<file path="src/rtl/riscv_uop_pkg.sv">
// Shared uop definition and issue-stage types for the DHRUT-V pipeline.
package riscv_uop_pkg;

   localparam int REG_AW = 5;

   // Decoded micro-op as handed from decode to issue and on to execute.
   typedef struct packed {
      logic [6:0]        opcode;
      logic [2:0]        funct3;
      logic [31:0]       imm;
      logic [REG_AW-1:0] rd;
      logic [REG_AW-1:0] rs1;
      logic [REG_AW-1:0] rs2;
      logic              uses_rs1;
      logic              uses_rs2;
      logic              writes_rd;
      logic              is_load;
   } uop_t;

   // Issue-stage control state; RUN is the normal flow state.
   typedef enum logic [0:0] {
      RUN      = 1'b0,
      LU_STALL = 1'b1
   } iss_state_e;

   // A source that is actually read and names the given non-zero register.
   function automatic logic src_hits(input logic              used,
                                     input logic [REG_AW-1:0] src,
                                     input logic [REG_AW-1:0] dst);
      return used && (src == dst);
   endfunction

endpackage

</file>
<file path="src/rtl/operand_fwd_mux.sv">
// Per-source operand select: x0, execute forward, retire forward, then ARF.
module operand_fwd_mux
   import riscv_uop_pkg::*;
#(
   parameter int XLEN = 32
) (
   input  logic [REG_AW-1:0] src_i,
   input  logic              ex_valid_i,
   input  logic              ex_writes_rd_i,
   input  logic              ex_is_load_i,
   input  logic [REG_AW-1:0] ex_rd_i,
   input  logic [XLEN-1:0]   ex_result_i,
   input  logic              rt_writes_rd_i,
   input  logic [REG_AW-1:0] rt_rd_i,
   input  logic [XLEN-1:0]   rt_result_i,
   input  logic [XLEN-1:0]   rf_data_i,
   output logic [XLEN-1:0]   val_o
);

   logic src_zero;
   logic ex_hit;
   logic rt_hit;

   assign src_zero = (src_i == '0);
   // A load in execute has no result yet; the hazard logic stalls those cases.
   assign ex_hit   = ex_valid_i && ex_writes_rd_i && !ex_is_load_i && (ex_rd_i == src_i);
   // Retire writes the ARF this same cycle and the ARF does not bypass itself.
   assign rt_hit   = rt_writes_rd_i && (rt_rd_i == src_i);

   // Priority select, youngest producer first.
   always_comb begin
      val_o = rf_data_i;
      if (src_zero)
         val_o = '0;
      else if (ex_hit)
         val_o = ex_result_i;
      else if (rt_hit)
         val_o = rt_result_i;
   end

endmodule

</file>
<file path="src/rtl/issue_operand.sv">
// In-order issue stage: operand read/forward, load-use stall, registered issue slot.
module issue_operand
   import riscv_uop_pkg::*;
#(
   parameter int XLEN  = 32,
   parameter int CNT_W = 32
) (
   input  logic              clk,
   input  logic              rst_n,
   input  logic              i_dec_valid,
   input  uop_t              i_dec_uop,
   output logic              o_dec_ready,
   output logic [REG_AW-1:0] o_rf_rs1_addr,
   output logic [REG_AW-1:0] o_rf_rs2_addr,
   input  logic [XLEN-1:0]   i_rf_rs1_data,
   input  logic [XLEN-1:0]   i_rf_rs2_data,
   input  logic              i_ex_fwd_valid,
   input  logic [REG_AW-1:0] i_ex_fwd_rd,
   input  logic              i_ex_fwd_writes_rd,
   input  logic              i_ex_fwd_is_load,
   input  logic [XLEN-1:0]   i_ex_fwd_result,
   input  logic [REG_AW-1:0] i_retire_fwd_rd,
   input  logic              i_retire_fwd_writes_rd,
   input  logic [XLEN-1:0]   i_retire_fwd_result,
   input  logic              i_flush,
   input  logic              i_iss_ready,
   output logic              o_iss_valid,
   output uop_t              o_iss_uop,
   output logic [XLEN-1:0]   o_iss_rs1_val,
   output logic [XLEN-1:0]   o_iss_rs2_val,
   output logic [CNT_W-1:0]  o_hazard_stalls
);

   iss_state_e        state_q, state_d;
   logic              valid_q, valid_d;
   uop_t              uop_q, uop_d;
   logic [XLEN-1:0]   rs1_q, rs1_d;
   logic [XLEN-1:0]   rs2_q, rs2_d;
   logic [CNT_W-1:0]  cnt_q;
   logic              cnt_inc;

   logic              hazard;
   logic              advance;
   logic              ld_valid;
   logic              ex_load_pending;
   logic [XLEN-1:0]   rs1_res;
   logic [XLEN-1:0]   rs2_res;

   // ARF is read directly with the decode sources; no translation here.
   assign o_rf_rs1_addr = i_dec_uop.rs1;
   assign o_rf_rs2_addr = i_dec_uop.rs2;

   operand_fwd_mux #(.XLEN(XLEN)) u_rs1_mux (
      .src_i          (i_dec_uop.rs1),
      .ex_valid_i     (i_ex_fwd_valid),
      .ex_writes_rd_i (i_ex_fwd_writes_rd),
      .ex_is_load_i   (i_ex_fwd_is_load),
      .ex_rd_i        (i_ex_fwd_rd),
      .ex_result_i    (i_ex_fwd_result),
      .rt_writes_rd_i (i_retire_fwd_writes_rd),
      .rt_rd_i        (i_retire_fwd_rd),
      .rt_result_i    (i_retire_fwd_result),
      .rf_data_i      (i_rf_rs1_data),
      .val_o          (rs1_res)
   );

   operand_fwd_mux #(.XLEN(XLEN)) u_rs2_mux (
      .src_i          (i_dec_uop.rs2),
      .ex_valid_i     (i_ex_fwd_valid),
      .ex_writes_rd_i (i_ex_fwd_writes_rd),
      .ex_is_load_i   (i_ex_fwd_is_load),
      .ex_rd_i        (i_ex_fwd_rd),
      .ex_result_i    (i_ex_fwd_result),
      .rt_writes_rd_i (i_retire_fwd_writes_rd),
      .rt_rd_i        (i_retire_fwd_rd),
      .rt_result_i    (i_retire_fwd_result),
      .rf_data_i      (i_rf_rs2_data),
      .val_o          (rs2_res)
   );

   // A load in execute to a real register blocks any uop that reads it;
   // one cycle later the load sits on the retire bus and forwards from there.
   assign ex_load_pending = i_ex_fwd_valid && i_ex_fwd_is_load && i_ex_fwd_writes_rd
                            && (i_ex_fwd_rd != '0);
   assign hazard  = i_dec_valid && ex_load_pending
                    && (src_hits(i_dec_uop.uses_rs1, i_dec_uop.rs1, i_ex_fwd_rd)
                     || src_hits(i_dec_uop.uses_rs2, i_dec_uop.rs2, i_ex_fwd_rd));

   assign advance     = !valid_q || i_iss_ready;
   assign ld_valid    = i_dec_valid && !hazard;
   assign o_dec_ready = !i_flush && !hazard && advance;

   // Next slot contents: flush clears, advance captures (zeroed when empty), else hold.
   always_comb begin
      valid_d = valid_q;
      uop_d   = uop_q;
      rs1_d   = rs1_q;
      rs2_d   = rs2_q;
      if (i_flush) begin
         valid_d = 1'b0;
         uop_d   = '0;
         rs1_d   = '0;
         rs2_d   = '0;
      end else if (advance) begin
         valid_d = ld_valid;
         uop_d   = ld_valid ? i_dec_uop : '0;
         rs1_d   = ld_valid ? rs1_res   : '0;
         rs2_d   = ld_valid ? rs2_res   : '0;
      end
   end

   // Issue slot register.
   always_ff @(posedge clk or negedge rst_n) begin
      if (!rst_n) begin
         valid_q <= 1'b0;
         uop_q   <= '0;
         rs1_q   <= '0;
         rs2_q   <= '0;
      end else begin
         valid_q <= valid_d;
         uop_q   <= uop_d;
         rs1_q   <= rs1_d;
         rs2_q   <= rs2_d;
      end
   end

   // FSM state register.
   always_ff @(posedge clk or negedge rst_n) begin
      if (!rst_n)
         state_q <= RUN;
      else
         state_q <= state_d;
   end

   // FSM next state: enter LU_STALL on a live hazard, leave when it clears or on flush.
   always_comb begin
      state_d = state_q;
      unique case (state_q)
         RUN:      if (hazard && !i_flush) state_d = LU_STALL;
         LU_STALL: if (!hazard || i_flush) state_d = RUN;
         default:  state_d = RUN;
      endcase
   end

   // FSM output: every cycle spent stalling on a load-use counts, flush cycles do not.
   always_comb begin
      cnt_inc = hazard && !i_flush;
   end

   // Stall performance counter; wraps naturally and survives flush.
   always_ff @(posedge clk or negedge rst_n) begin
      if (!rst_n)
         cnt_q <= '0;
      else if (cnt_inc)
         cnt_q <= cnt_q + CNT_W'(1);
   end

   assign o_iss_valid     = valid_q;
   assign o_iss_uop       = uop_q;
   assign o_iss_rs1_val   = rs1_q;
   assign o_iss_rs2_val   = rs2_q;
   assign o_hazard_stalls = cnt_q;

endmodule

</file>
<file path="config.mk">
export PLATFORM = sky130hd
export DESIGN_NAME = issue_operand
export DESIGN_NICKNAME = d
export VERILOG_FILES = /design/src/rtl/riscv_uop_pkg.sv /design/src/rtl/operand_fwd_mux.sv /design/src/rtl/issue_operand.sv
export SDC_FILE = /design/constraint.sdc
export NUM_CORES = 1
export LEC_CHECK = 0
export ABC_CLOCK_PERIOD_IN_PS = 2100
export CAP_MARGIN = 20
export CORE_MARGIN = 4
export CORE_UTILIZATION = 35
export DETAILED_ROUTE_END_ITERATION = 10
export PLACE_DENSITY = 0.7
export SYNTH_ARGS = -nofsm -noshare
export SYNTH_HDL_FRONTEND = slang
export SYNTH_SLANG_ARGS = --single-unit
</file>
<file path="constraint.sdc">
create_clock -name clk -period 2.1 [get_ports clk]
set_clock_uncertainty 0.1 [all_clocks]
set_input_delay 0.315 -clock clk [delete_from_list [all_inputs] [get_ports clk]]
set_output_delay 0.315 -clock clk [all_outputs]
set_load 0.01 [all_outputs]
</file>
## After elaboration in Yosys (flattened, before gate mapping)

Cells that the tools add are included.

- Register bits: 158
- Bits of input ports: 208
- Output and inout bits: 169
- Logic and storage cells: 65

- $add $sub $neg: 1
- Equality and inequality tests: 6
- Mux-type cells: 17
- Reductions and logical operators: 27

Operators with widths:

| kind | number |
|---|---|
| 32-bit two-way mux | 12 |
| 61-bit two-way mux | 3 |
| 32-bit by 1-bit adder with 32-bit output (second input constant) | 1 |
| 5-bit equality test | 6 |
| 1-bit logical AND | 17 |
| 5-bit logical NOT | 2 |
| 5-bit nonzero test | 1 |
| 1-bit logical NOT | 4 |
| 1-bit logical OR | 2 |
| 1-bit two-way mux | 2 |
| 2-bit nonzero test | 1 |

## Depth between registers and ports, before layout

Gate-level depths: netlist of the first run.

- Word-level depth: 10
- Mapped depth: 7
- Gate-level depth less buffers: 5

## Cells and area by module

Synthesis of the first run repeated with hierarchy kept, for this count alone.

- Cell total of the unflattened synthesis: 810
- Area total of the unflattened synthesis: 8,718.4 µm²

Modules (own cells, without submodules):

| module | instances | cells each | area each (µm²) |
|---|---|---|---|
| issue_operand | 1 | 456 | 6,143.4 |
| operand_fwd_mux | 2 | 177 | 1,287.5 |

## Worst setup path after synthesis of the first run

OpenSTA, ideal clock, no wires.

- Path type: input -> register
- Start: input port i_ex_fwd_rd[1]
- End: register cnt_q[1] (netlist: o_hazard_stalls[1])
- Library setup time: 125 ps
- Arrival: 1,748 ps
- Path slack: 127 ps
- Stages: 6
- Path through: xor2_1 nor3_1 a32oi_1 buf_2 nor3_1 mux2_2

- Longest elaborated chain between the ends: 5

RTL lines:

| element | RTL line | RTL |
|---|---|---|
| start: declaration | issue_operand.sv:18 | `input logic [REG_AW-1:0] i_ex_fwd_rd,` |
| 5-bit equality test / 5-bit nonzero test (equally long branches) | riscv_uop_pkg.sv:30, issue_operand.sv:84 |  |
| 1-bit logical AND, on equally long branches | riscv_uop_pkg.sv:30, issue_operand.sv:84 |  |
| 1-bit logical OR / 1-bit logical AND (equally long branches) | issue_operand.sv:87, issue_operand.sv:85 |  |
| 1-bit logical AND * | issue_operand.sv:86 | `&& (src_hits(i_dec_uop.uses_rs1, i_dec_uop.rs1, i_ex_fwd_rd)` |
| 1-bit logical AND * | issue_operand.sv:147 | `cnt_inc = hazard && !i_flush;` |
| end signal: assignment | issue_operand.sv:155 | `cnt_q <= cnt_q + CNT_W'(1);` |
| end: declaration | issue_operand.sv:39 | `logic [CNT_W-1:0] cnt_q;` |

Mark *: on every way between the ends. The rest lies on a longest branch, timed or not.
A chain may end at the register's enable or synchronous reset.

## Final worst setup path of the first run

- Start: input port i_ex_fwd_valid
- End: register cnt_q[31] (netlist: o_hazard_stalls[31])

- Longest elaborated chain between the ends: 6

RTL lines:

| element | RTL line | RTL |
|---|---|---|
| start: declaration | issue_operand.sv:17 | `input logic i_ex_fwd_valid,` |
| 1-bit logical AND (2 in series) | issue_operand.sv:83 | `assign ex_load_pending = i_ex_fwd_valid && i_ex_fwd_is_load && i_ex_fwd_writes_rd` |
| 1-bit logical AND | issue_operand.sv:84 | `&& (i_ex_fwd_rd != '0);` |
| 1-bit logical AND | issue_operand.sv:85 | `assign hazard = i_dec_valid && ex_load_pending` |
| 1-bit logical AND | issue_operand.sv:86 |  |
| 1-bit logical AND | issue_operand.sv:147 |  |

No other way between the ends.

==> metrics.txt, run 1 <==
first-pass GRT wire length 52400 µm; clock slew at reported path FFs 0.07 ns; reg2reg path depth 5; Post-DRT Antenna Nets 0; die area 0.0257 mm²; Hold Crit Depth 2; worst skew pair latency 0.42 ns; Hold Crit Start i_dec_uop[3]; RSZ-0062 raised after global routing yes; final core occ 0.615; maximum vdd ir drop 0.466 mV; Sink Count 158; adder-cell area share of the yosys netlist 0.00154; FMAX 0.481 GHz; routability cong. 0.919; Tightest Pin Transition 0.438 ns; CTS tree done; PD cells 567 mW/mm²; GRT Total Usage 0.259; floorplan row count 55; vias in the first global route 8679; worst reg-to-reg setup slack 0.16 ns; Reg2Reg Capture Point o_hazard_stalls[31]; crit share post-route 0.990; Synth Area per Inst 10.3 µm²; WL final 34800 µm; post-layout min period 2.08 ns; FILL cells 1916; outcome completed; H-tree depth 4; Crit Path Max Fanout 5; post-route setup slack 0.0211 ns; Final Setup Violations 0; largest family of logic cells by synthesized area compound AO/OA/AOI/OAI gates; Critical Path RT 2.35 ns; CTS buffer count 17; Critical Path Source i_ex_fwd_valid; 1st-iter DRT viols 442; Die X-Extent 160 µm; MaxCap Viol Count 0; Yosys reg bits 158; total gr overflow 0; Synth async-reset ratio 1.00; Hold Vio Cnt, Final 0; drt drc 0; Crit. End Element flop; core area 0.0227 mm²; routed length per instance 23.1 µm; syn nets 998; Synth Flop Type dfrtp_1; via/cell ratio 5.64; simple-gate area share of the yosys netlist 0.174; initial core utilization 0.358; nets@finish 1417; area fraction in compound gates after synthesis 0.237; post-DP HPWL 25200 µm; DR pass1 iterations 5; TNS Setup 0 ns; Critical Path AT 2.33 ns; Crit Path Category in2reg; Post-synth EDFFs 0; n_diodes 0; placed instance count 1463; YS warnings 0; share of cells above drive strength 1 0.193; worst min-delay path class in2reg; Post-Synth XOR/XNOR Area 0.0517; CTS Buffer Depth 2; pre-CTS WS -0.831 ns; Die H 160 µm; post-synthesis mux area share 0.00139; Leak Pwr 6.05 nW; synthesized cell area 0.00813 mm²; IO Pins 377; critical path launch point type primary input; Slew Viols, Final 0; via count 8488; library cells used by synthesis 46; clk root buf clkbuf_16; largest net degree at the start of global routing 59; Non-Filler Instances 1505; port bufs 376; worst r2r src o_hazard_stalls[18]; post-synthesis sequential area ratio 0.487; initial antenna violation count 0; Slew headroom 0.708; cells after synthesis 789; Worst Setup EP o_hazard_stalls[31]; Layout area overhead 71.9%
==> layout make-up <==
class                      count  area [µm²]  area share
multi-input combinational    541        4120       0.295
clock buffer                  17         425      0.0304
clock inverter                14         145      0.0104
inverter                       4        15.0     0.00107
timing repair buffer         486        4960       0.355
sequential                   158        3950       0.283
tap                          285         357      0.0255
==> per-stage QoR <==
stage	hold slack, ns	power [mW]	area (µm²)
3_3_place_gp	0.165	4.87	13000
6_report	0.153	7.93	14000
4_1_cts	0.264	7.97	13800
5_1_grt	0.138	8.23	14000
2_1_floorplan	-0.0806	3.76	8130
3_5_place_dp	0.163	4.88	13000
==> cell usage after synthesis (2+ instances only) <==
master	n	area share
dfrtp_1	158	0.49
nand2_1	76	0.035
clkbuf_1	65	0.030
a22o_1	61	0.066
xor2_1	43	0.046
nor2_1	36	0.017
and3_1	35	0.027
or2_2	34	0.026
a211oi_1	33	0.030
a32o_1	33	0.041
o211ai_1	32	0.030
o31ai_1	32	0.030
o41ai_1	32	0.034
nor4_1	17	0.013
nor3_1	12	0.0074
buf_4	11	0.010
buf_2	9	0.0055
nand3_1	8	0.0049
nand4_1	8	0.0062
nor2b_1	7	0.0054
xnor2_1	5	0.0054
and4_1	4	0.0043
inv_1	4	0.0018
and2_1	3	0.0023
nand4b_1	3	0.0032
nor4_2	3	0.0046
nand2b_1	2	0.0015
nor3b_1	2	0.0018
nor4b_1	2	0.0022
o21ai_1	2	0.0012
or4_1	2	0.0018
==> timing repair <==
| item | CTS | global route |
|---|---|---|
| setup buffers | 6 | 2 |
| gates cloned | 0 | 2 |
| pin swaps | 8 | 13 |
| gates resized for setup | 46 | 46 |
| hold buffers | 1 | 0 |
| hold endpoints to repair | 32 | 0 |
| endpoints found under the setup margin | 122 | 75 |
==> cell families after synthesis <==
| logic type | after synthesis |
|---|---|
| buffers and inverters | 90 |
| AND/OR/NAND/NOR | 260 |
| XOR/XNOR | 48 |
| AO/OA/AOI/OAI | 231 |
| adder cells (fa/ha/maj) | 1 |
| multiplexers | 1 |
| flip-flops | 158 |
==> worst min path at each step <==
| stage | endpoint | slack, ns |
|---|---|---|
| global placement | o_iss_rs2_val[9] | 0.16 |
| finish | o_iss_uop[3] | 0.15 |
| CTS | o_iss_rs2_val[2] | 0.26 |
| global route | o_iss_uop[3] | 0.14 |
| detailed placement | o_iss_rs2_val[9] | 0.16 |
| floorplan | o_hazard_stalls[0] | -0.08 |
==> registers in the layout, indices dropped and copies added, names as in the netlist <==
name	cells
o_iss_rs1_val	32
o_iss_uop	61
o_hazard_stalls	32
o_iss_rs2_val	32
o_iss_valid	1
==> worst max-delay path: stages <==
cell and delay [ns]:
clkdlybuf4s50_1 0.47, nand2_2 0.07, a211o_1 0.32, or4b_4 0.55, buf_4 0.18, nor4_4 0.26
xor2_1 0.16
==> cells in the final DEF, fill, tap and decap left out, drive strengths merged, types with 33 or more instances in the layout <==
master	count
a32o	33
and3	35
dfrtp	158
a211oi	33
a22o	61
nor2	36
nand2	76
xor2	43
or2	34
clkdlybuf4s50	353
buf	110
==> where the power goes <==
| group | internal [mW] | leakage [nW] | switching [mW] | total, mW |
|---|---|---|---|---|
| combinational | 0.924 | 3.62 | 0.727 | 1.65 |
| clock | 1.58 | 0.275 | 1.46 | 3.05 |
| sequential | 3.16 | 2.15 | 0.0698 | 3.23 |
==> routing by layer <==
metal,part of all wire,GRT usage
met5,0,0
met4,0.029,0.0798
met3,0.086,0.0829
met2,0.49,0.439
met1,0.39,0.317
Note: power is estimated with default switching activity, not from simulation.
==> run 2: changes to the inputs <==
Settings changed: CAP_MARGIN 20 to not set.
==> results of run 2 <==
Same layout as run 1: the final DEF is identical, and so are final timing and power.
==> run 3: changes to the inputs <==
Settings changed: ABC_CLOCK_PERIOD_IN_PS 2100 to not set.
==> results of run 3 <==
Same layout as run 1: the final DEF is identical, and so are final timing and power.
